File: config.mk
export PLATFORM = sky130hd
export DESIGN_NAME = pht_update_scheduler
export DESIGN_NICKNAME = d
export VERILOG_FILES = /design/src/rtl/pht_update_scheduler.sv
export SDC_FILE = /design/constraint.sdc
export NUM_CORES = 1
export LEC_CHECK = 0
export CORE_ASPECT_RATIO = 1.1
export CORE_UTILIZATION = 41
export DETAILED_ROUTE_END_ITERATION = 10
export MAX_ROUTING_LAYER = met4
export PLACE_DENSITY = 0.66
export SLEW_MARGIN = 15
export SYNTH_ARGS = -nofsm -noshare
export SYNTH_HDL_FRONTEND = slang
export SYNTH_SLANG_ARGS = --single-unit
File: constraint.sdc
create_clock -name clk -period 6 [get_ports clk]
set_input_delay 0.6 -clock clk [delete_from_list [all_inputs] [get_ports clk]]
set_output_delay 0.6 -clock clk [all_outputs]
set_load 0.005 [all_outputs]
File: src/rtl/pht_update_scheduler.sv
// PHT update scheduler: queues two-lane branch resolutions, drains one per cycle, runs init sweeps.
// Optional same-cycle lane-1 bypass when the queue is idle: define PHT_UPD_BYPASS_EN.
module pht_update_scheduler #(
  parameter int DEPTH  = 4,
  parameter int IDX_W  = 5,
  parameter int ADDR_W = 8,
  parameter int GHR_W  = 5
) (
  input  logic                       clk,
  input  logic                       rst,
  input  logic                       upd_valid1,
  input  logic [ADDR_W-1:0]          upd_addr1,
  input  logic [GHR_W-1:0]           upd_ghr1,
  input  logic                       upd_taken1,
  input  logic                       upd_valid2,
  input  logic [ADDR_W-1:0]          upd_addr2,
  input  logic [GHR_W-1:0]           upd_ghr2,
  input  logic                       upd_taken2,
  input  logic                       init_req,
  output logic                       upd_ready,
  output logic                       pht_wr_en,
  output logic [IDX_W-1:0]           pht_wr_idx,
  output logic                       pht_wr_init,
  output logic                       pht_wr_taken,
  output logic                       init_busy,
  output logic [$clog2(DEPTH):0]     q_count,
  output logic                       ovf_sticky
);

  localparam int PTR_W = $clog2(DEPTH);
  localparam int CNT_W = PTR_W + 1;

  typedef enum logic {ST_INIT, ST_RUN} state_t;

  state_t             state_reg;
  logic [IDX_W-1:0]   sweep_reg;
  logic [PTR_W-1:0]   wr_ptr_reg;
  logic [PTR_W-1:0]   rd_ptr_reg;
  logic [CNT_W-1:0]   count_reg;
  logic               ovf_reg;
  logic               wr_en_reg;
  logic [IDX_W-1:0]   wr_idx_reg;
  logic               wr_init_reg;
  logic               wr_taken_reg;
  logic               busy_reg;

  logic [IDX_W-1:0]   q_idx   [DEPTH];
  logic               q_taken [DEPTH];

  logic [IDX_W-1:0]   idx1;
  logic [IDX_W-1:0]   idx2;
  logic [CNT_W-1:0]   free_slots;
  logic               bypass1;
  logic               push1;
  logic               push2;
  logic               pop;
  logic               drop;
  logic [PTR_W-1:0]   slot2;
  logic [CNT_W-1:0]   count_next;
  logic               unused_addr_bits;

  assign idx1 = IDX_W'(upd_ghr1) ^ upd_addr1[IDX_W-1:0];
  assign idx2 = IDX_W'(upd_ghr2) ^ upd_addr2[IDX_W-1:0];
  assign unused_addr_bits = ^{upd_addr1[ADDR_W-1:IDX_W], upd_addr2[ADDR_W-1:IDX_W]};

  assign free_slots = CNT_W'(DEPTH) - count_reg;

`ifdef PHT_UPD_BYPASS_EN
  // Bypass only when the write port is otherwise idle this cycle.
  assign bypass1 = (state_reg == ST_RUN) && (count_reg == '0) && !wr_en_reg &&
                   upd_valid1 && !init_req;
`else
  assign bypass1 = 1'b0;
`endif

  // Lane 1 always claims the earlier slot; lane 2 only gets whatever remains.
  assign push1 = upd_valid1 && !bypass1 && !init_req && (free_slots != '0);
  assign push2 = upd_valid2 && !init_req && (free_slots > CNT_W'(push1));
  assign drop  = !init_req && ((upd_valid1 && !bypass1 && !push1) || (upd_valid2 && !push2));
  assign pop   = (state_reg == ST_RUN) && (count_reg != '0) && !init_req;
  assign slot2 = wr_ptr_reg + PTR_W'(push1);

  assign count_next = count_reg + CNT_W'(push1) + CNT_W'(push2) - CNT_W'(pop);

  generate
    for (genvar gi = 0; gi < DEPTH; gi++) begin : g_entry
      always_ff @(posedge clk) begin
        if (push1 && (wr_ptr_reg == PTR_W'(gi))) begin
          q_idx[gi]   <= idx1;
          q_taken[gi] <= upd_taken1;
        end else if (push2 && (slot2 == PTR_W'(gi))) begin
          q_idx[gi]   <= idx2;
          q_taken[gi] <= upd_taken2;
        end
      end
    end
  endgenerate

  always_ff @(posedge clk or negedge rst) begin
    if (!rst) begin
      state_reg    <= ST_INIT;
      sweep_reg    <= '0;
      wr_ptr_reg   <= '0;
      rd_ptr_reg   <= '0;
      count_reg    <= '0;
      ovf_reg      <= 1'b0;
      wr_en_reg    <= 1'b0;
      wr_idx_reg   <= '0;
      wr_init_reg  <= 1'b0;
      wr_taken_reg <= 1'b0;
      busy_reg     <= 1'b1;
    end else if (init_req) begin
      state_reg    <= ST_INIT;
      sweep_reg    <= '0;
      wr_ptr_reg   <= '0;
      rd_ptr_reg   <= '0;
      count_reg    <= '0;
      wr_en_reg    <= 1'b0;
      wr_idx_reg   <= '0;
      wr_init_reg  <= 1'b0;
      wr_taken_reg <= 1'b0;
      busy_reg     <= 1'b1;
    end else begin
      ovf_reg    <= ovf_reg | drop;
      wr_ptr_reg <= wr_ptr_reg + PTR_W'(push1) + PTR_W'(push2);
      count_reg  <= count_next;
      case (state_reg)
        ST_INIT: begin
          wr_en_reg    <= 1'b1;
          wr_init_reg  <= 1'b1;
          wr_idx_reg   <= sweep_reg;
          wr_taken_reg <= 1'b0;
          busy_reg     <= 1'b1;
          sweep_reg    <= sweep_reg + 1'b1;
          if (sweep_reg == '1) begin
            state_reg <= ST_RUN;
          end
        end
        default: begin
          busy_reg    <= 1'b0;
          wr_init_reg <= 1'b0;
          if (pop) begin
            wr_en_reg    <= 1'b1;
            wr_idx_reg   <= q_idx[rd_ptr_reg];
            wr_taken_reg <= q_taken[rd_ptr_reg];
            rd_ptr_reg   <= rd_ptr_reg + 1'b1;
          end else begin
            wr_en_reg <= 1'b0;
          end
        end
      endcase
    end
  end

`ifdef PHT_UPD_BYPASS_EN
  assign pht_wr_en    = wr_en_reg | bypass1;
  assign pht_wr_idx   = bypass1 ? idx1 : wr_idx_reg;
  assign pht_wr_init  = bypass1 ? 1'b0 : wr_init_reg;
  assign pht_wr_taken = bypass1 ? upd_taken1 : wr_taken_reg;
`else
  assign pht_wr_en    = wr_en_reg;
  assign pht_wr_idx   = wr_idx_reg;
  assign pht_wr_init  = wr_init_reg;
  assign pht_wr_taken = wr_taken_reg;
`endif

  assign init_busy  = busy_reg;
  assign q_count    = count_reg;
  assign ovf_sticky = ovf_reg;
  assign upd_ready  = (free_slots >= CNT_W'(2));

endmodule

== Word level (Yosys, flattened, before mapping) ==
Memory sizes are Yosys's and may differ from the RTL's.
Index checks and enable logic that the tools add are counted.
Storage, ports and cells
  input bits: 33
  memory bits (writable): 24
  word-level logic and storage cells: 137
  memories kept: 2
  output and inout bits: 14
  register bits after elaboration: 23
Memories
  q_idx: depth 4, bits a word 5, read ports 1, clocked after memory_dff 0, wr ports 2, RTL line 47  | logic [IDX_W-1:0] q_idx [DEPTH];
  q_taken: depth 4, bits a word 1, read ports 1, clocked after memory_dff 0, wr ports 2, RTL line 48  | logic q_taken [DEPTH];
Cells by class
  bitwise logic cells: 11
  reduce and logical (&&, ||, !) cells: 32
  mux-type cells: 62
  eq/ne operators: 9
  add/subtract/negate cells: 8
  $lt $le $gt $ge: 2
Operators with widths (count)
  $mux W5: 11
  $mux W1: 42
  $logic_and A1 B1 Y1: 17
  $mux W2: 8
  $reduce_or A5 Y1: 2
  $xor A5 B5 Y5: 2
  $or A1 B1 Y1: 9
  $eq A2 B2 Y1 const B: 4
  $add A3 B1 Y3: 2
  $reduce_bool A3 Y1: 2
  $add A5 B1 Y5 const B: 1
  $eq A5 B5 Y1 const B: 1
  $add A2 B1 Y2: 2
  $eq A2 B1 Y1 const B: 2
  $logic_not A2 Y1: 2
  $reduce_bool A2 Y1: 2
  $ge A3 B2 Y1 const B: 1
  $gt A3 B1 Y1: 1
  $logic_not A1 Y1: 3
  $mux W3: 1
  $ne A3 B2 Y1 const B: 1
  $sub A3 B1 Y3: 1
  $sub A3 B3 Y3 const A: 1
  $add A2 B1 Y2 const B: 1
  other kinds (4): 5

== Depth between registers and ports, before layout ==
  depth in word-level cells: 12
  depth in mapped cells: 13

== Worst setup path after synthesis ==
OpenSTA, ideal clock, no wires.
  path kind: reg-to-reg
  from: reg count_reg[1], in the netlist q_count[1]
  to: mem q_taken[0], data pin
  cell stages (with the launch flop): 13
  slack: 2935 ps
  setup time: 260 ps
  buffers on the path: 1
  arrival time: 2804 ps
  cell sequence: dfrtp_1 inv_1 ha_1 ha_1 nand2b_1 or2_2 inv_1 ha_1 nor2_2 o21ai_4 or4_4 buf_6 mux2_4
RTL lines
  start: declaration: RTL line 39  | logic [CNT_W-1:0] count_reg;
  start signal: assignment: RTL line 126  | count_reg <= count_next;
  end: declaration: RTL line 48

==> flow_metrics.tcl <==
set metrics [dict create \
    status "completed" \
    cts_tree "yes" \
    ff2ff_path_depth 11 \
    dp_slack_ns 2.499 \
    wl_per_cell_um 13.94 \
    max_stage_delay_ns 0.65 \
    row_count 29 \
    worst_pin_slew_ns 0.7905 \
    worst-path-max-fanout 9 \
    area_delta_synth_final_pct 21.51 \
    viasPerCell 5.006 \
    critPathRequiredTime_ns 6.07 \
    cts_hold_buf 0 \
    path_clk_slew_ns 0.09 \
    min_period_ns 3.303 \
    irDropWorstVdd_uv 134.6 \
    slowest_stage "nor3_2" \
    power_leakage_nw 1.248 \
    drc_errors 0 \
    cts_max_level 2 \
    clock_sinks 47 \
    ctsLongestPathBuffers 2 \
    p_total_mw 1.031 \
    nFillCells 520 \
    maxCapViolations 0 \
    cts-buffers-inserted 5 \
    rsz0062_at_grt "false" \
    core_um2 5878 \
    post_cts_buffers 0 \
    critPathLaunchType "register" \
    clock.fmax_mhz 302.7 \
    start_util_pct 43.44 \
    ys_seq_area_share_pct 50.81 \
    maxSlewHeadroom_pct 47.30 \
    final_common_cell "clkdlybuf4s50_1" \
    avgSynthCellArea_um2 13.23 \
    hold_violations 0 \
    grt_util_all_layers_pct 15.40 \
    grt_pass1_wl_um 7182 \
    ioPinCount 47 \
    antennaDiodeCount 0 \
    die_area_um2 6549 \
    timing.final.crit_share_pct 55.05 \
    hpwl_um 3059 \
    cp-end-kind "register" \
    root_buffer "clkbuf_8" \
    min_path_type "in2async" \
    synth_fp_nets 238 \
    final_cells 309 \
    ys_types 38 \
    clk_latency_ns 0.30 \
    syn_area_um2 2554 \
    num-nets-final 276 \
    first_iter_violations 72 \
    ant_nets 0 \
    drt-pass1-iter-count 4 \
    grt_overflow 0 \
    setup_violations 0 \
    vias 1547 \
    worstPathCellList "inv_1, ha_1, ha_1, nand2b_1, or2_2, inv_1, ha_1, nor2_2, o21ai_4, nor3_2, mux2_2" \
    grt_pass1_vias 1447 \
    largest_reg_flops 20 \
    tns_ns 0 \
    cp.arrival_ns 3.37 \
    setup_ws_ns 2.697 \
    antenna_found_initial 0 \
    timing.critical_path.mode_cell "ha_1" \
    die_x_um 77.25 \
    power_density_nw_per_um2 332.3 \
    grt_max_degree 28 \
    final_cell_mix "clkdlybuf4s50_1 (39), mux2i_1 (28), nor2_1 (24), edfxtp_1 (24), dfrtp_1 (22)" \
    path_class "reg2reg" \
    io_buffers 40 \
    yosysWarnings 0 \
    drt-total-wl_um 4306 \
    dp_cells 301 \
    dieHeight_um 84.78 \
    netlist_instances 193 \
    drive_gt1_share_pct 12.50 \
    cts_resized 0 \
    timing.final.max_slew_violations 0 \
    routabilityCongestion 0.7325 \
    skew_ns 0.007748 \
    ys_seq_elements 47 \
]
critical path: cells and delay by family, from the launching register on:
kind,cells,cell delay [ns]
compound gates,1,0.13
fa+ha+maj,3,0.64
buf+inv,2,0.15
flops,1,0.46
mux,1,0.40
simple gates,4,1.29
path summary, 6_finish.rpt:
path / startpoint / end / slack (ns)
min reg2reg: ovf_sticky / ovf_sticky / 0.49
max reg2reg: q_count[1] / q_taken[1] / 2.70
min: rst / pht_wr_init / 0.26
max: q_count[1] / q_taken[1] / 2.70
min in group clk: ovf_sticky / ovf_sticky / 0.49
max in group asynchronous: rst / init_busy / 5.37
layout make-up:
class | instances | area [um^2] | share of cell area (%)
Clock buffer | 5 | 68.82 | 2.218
Clock inverter | 3 | 42.54 | 1.371
Inverter | 5 | 18.77 | 0.6048
Multi-Input combinational cell | 131 | 1176 | 37.90
Sequential cell | 47 | 1297 | 41.81
Tap cell | 77 | 96.34 | 3.105
Timing Repair Buffer | 41 | 402.9 | 12.98
report_power, final:
group	internal [mW]	total [mW]	leakage, nW	switching, mW
Sequential	0.402	0.427	0.521	0.0251
Clock	0.124	0.233	0.0562	0.109
Combinational	0.184	0.371	0.670	0.188
cells in the mapped netlist:
| cell | count | area [um^2] |
|---|---|---|
| nor2b_4 | 1 | 13.76 |
| o21bai_1 | 2 | 15.01 |
| buf_1 | 2 | 7.510 |
| nand2_1 | 3 | 11.26 |
| xnor2_1 | 15 | 131.4 |
| nor4_1 | 1 | 6.260 |
| a21o_1 | 2 | 15.01 |
| dfrtp_1 | 22 | 550.5 |
| mux2_2 | 2 | 22.52 |
| nand2b_1 | 4 | 25.02 |
| o21ai_4 | 1 | 16.27 |
| a22oi_1 | 1 | 7.510 |
| o22ai_1 | 1 | 6.260 |
| buf_2 | 1 | 5.000 |
| buf_6 | 3 | 33.78 |
| mux4_2 | 6 | 135.1 |
| clkbuf_1 | 4 | 15.01 |
| inv_1 | 5 | 18.77 |
| ha_1 | 10 | 125.1 |
| nor3_2 | 1 | 10.01 |
| nor3_4 | 1 | 16.27 |
| nor3_1 | 2 | 10.01 |
| nor2_2 | 1 | 6.260 |
| nor2_1 | 24 | 90.09 |
| a21oi_1 | 1 | 5.000 |
| edfxtp_1 | 24 | 720.7 |
| and3_1 | 1 | 6.260 |
| fa_1 | 2 | 40.04 |
| nand4b_1 | 1 | 8.760 |
| mux2_4 | 2 | 30.03 |
| mux2i_1 | 28 | 280.3 |
| nor2b_1 | 3 | 18.77 |
| a211oi_1 | 5 | 37.54 |
| or4_4 | 2 | 22.52 |
| dfstp_2 | 1 | 26.28 |
| xor2_1 | 5 | 43.79 |
| or2_2 | 2 | 12.51 |
| nand3b_1 | 1 | 7.510 |
through the flow:
step	utilization, %	instance area, um^2	hold slack (ns)
after floorplan	-	2554	0.3044
after global placement	50.98	2997	0.4620
after detailed placement	50.98	2997	0.4664
after CTS	52.87	3108	0.4880
after global routing	52.79	3103	0.2956
final	52.79	3103	0.2615
cell families after synthesis:
group	after synthesis	share of synthesized area, %
AO/OA/AOI/OAI	13	4.018
XOR/XNOR	20	6.859
adder cells (fa/ha/maj)	12	6.467
buffers and inverters	15	3.135
flip-flops	47	50.81
multiplexers	38	18.32
AND/OR/NAND/NOR	48	10.39
metal layers:
layer	global-route usage [%]	part of all wire [%]
met1	19.56	47
met2	23.65	47
met3	3.696	4.2
met4	6.175	1.4
met5	-	0
(Power assumes the default switching activity.)
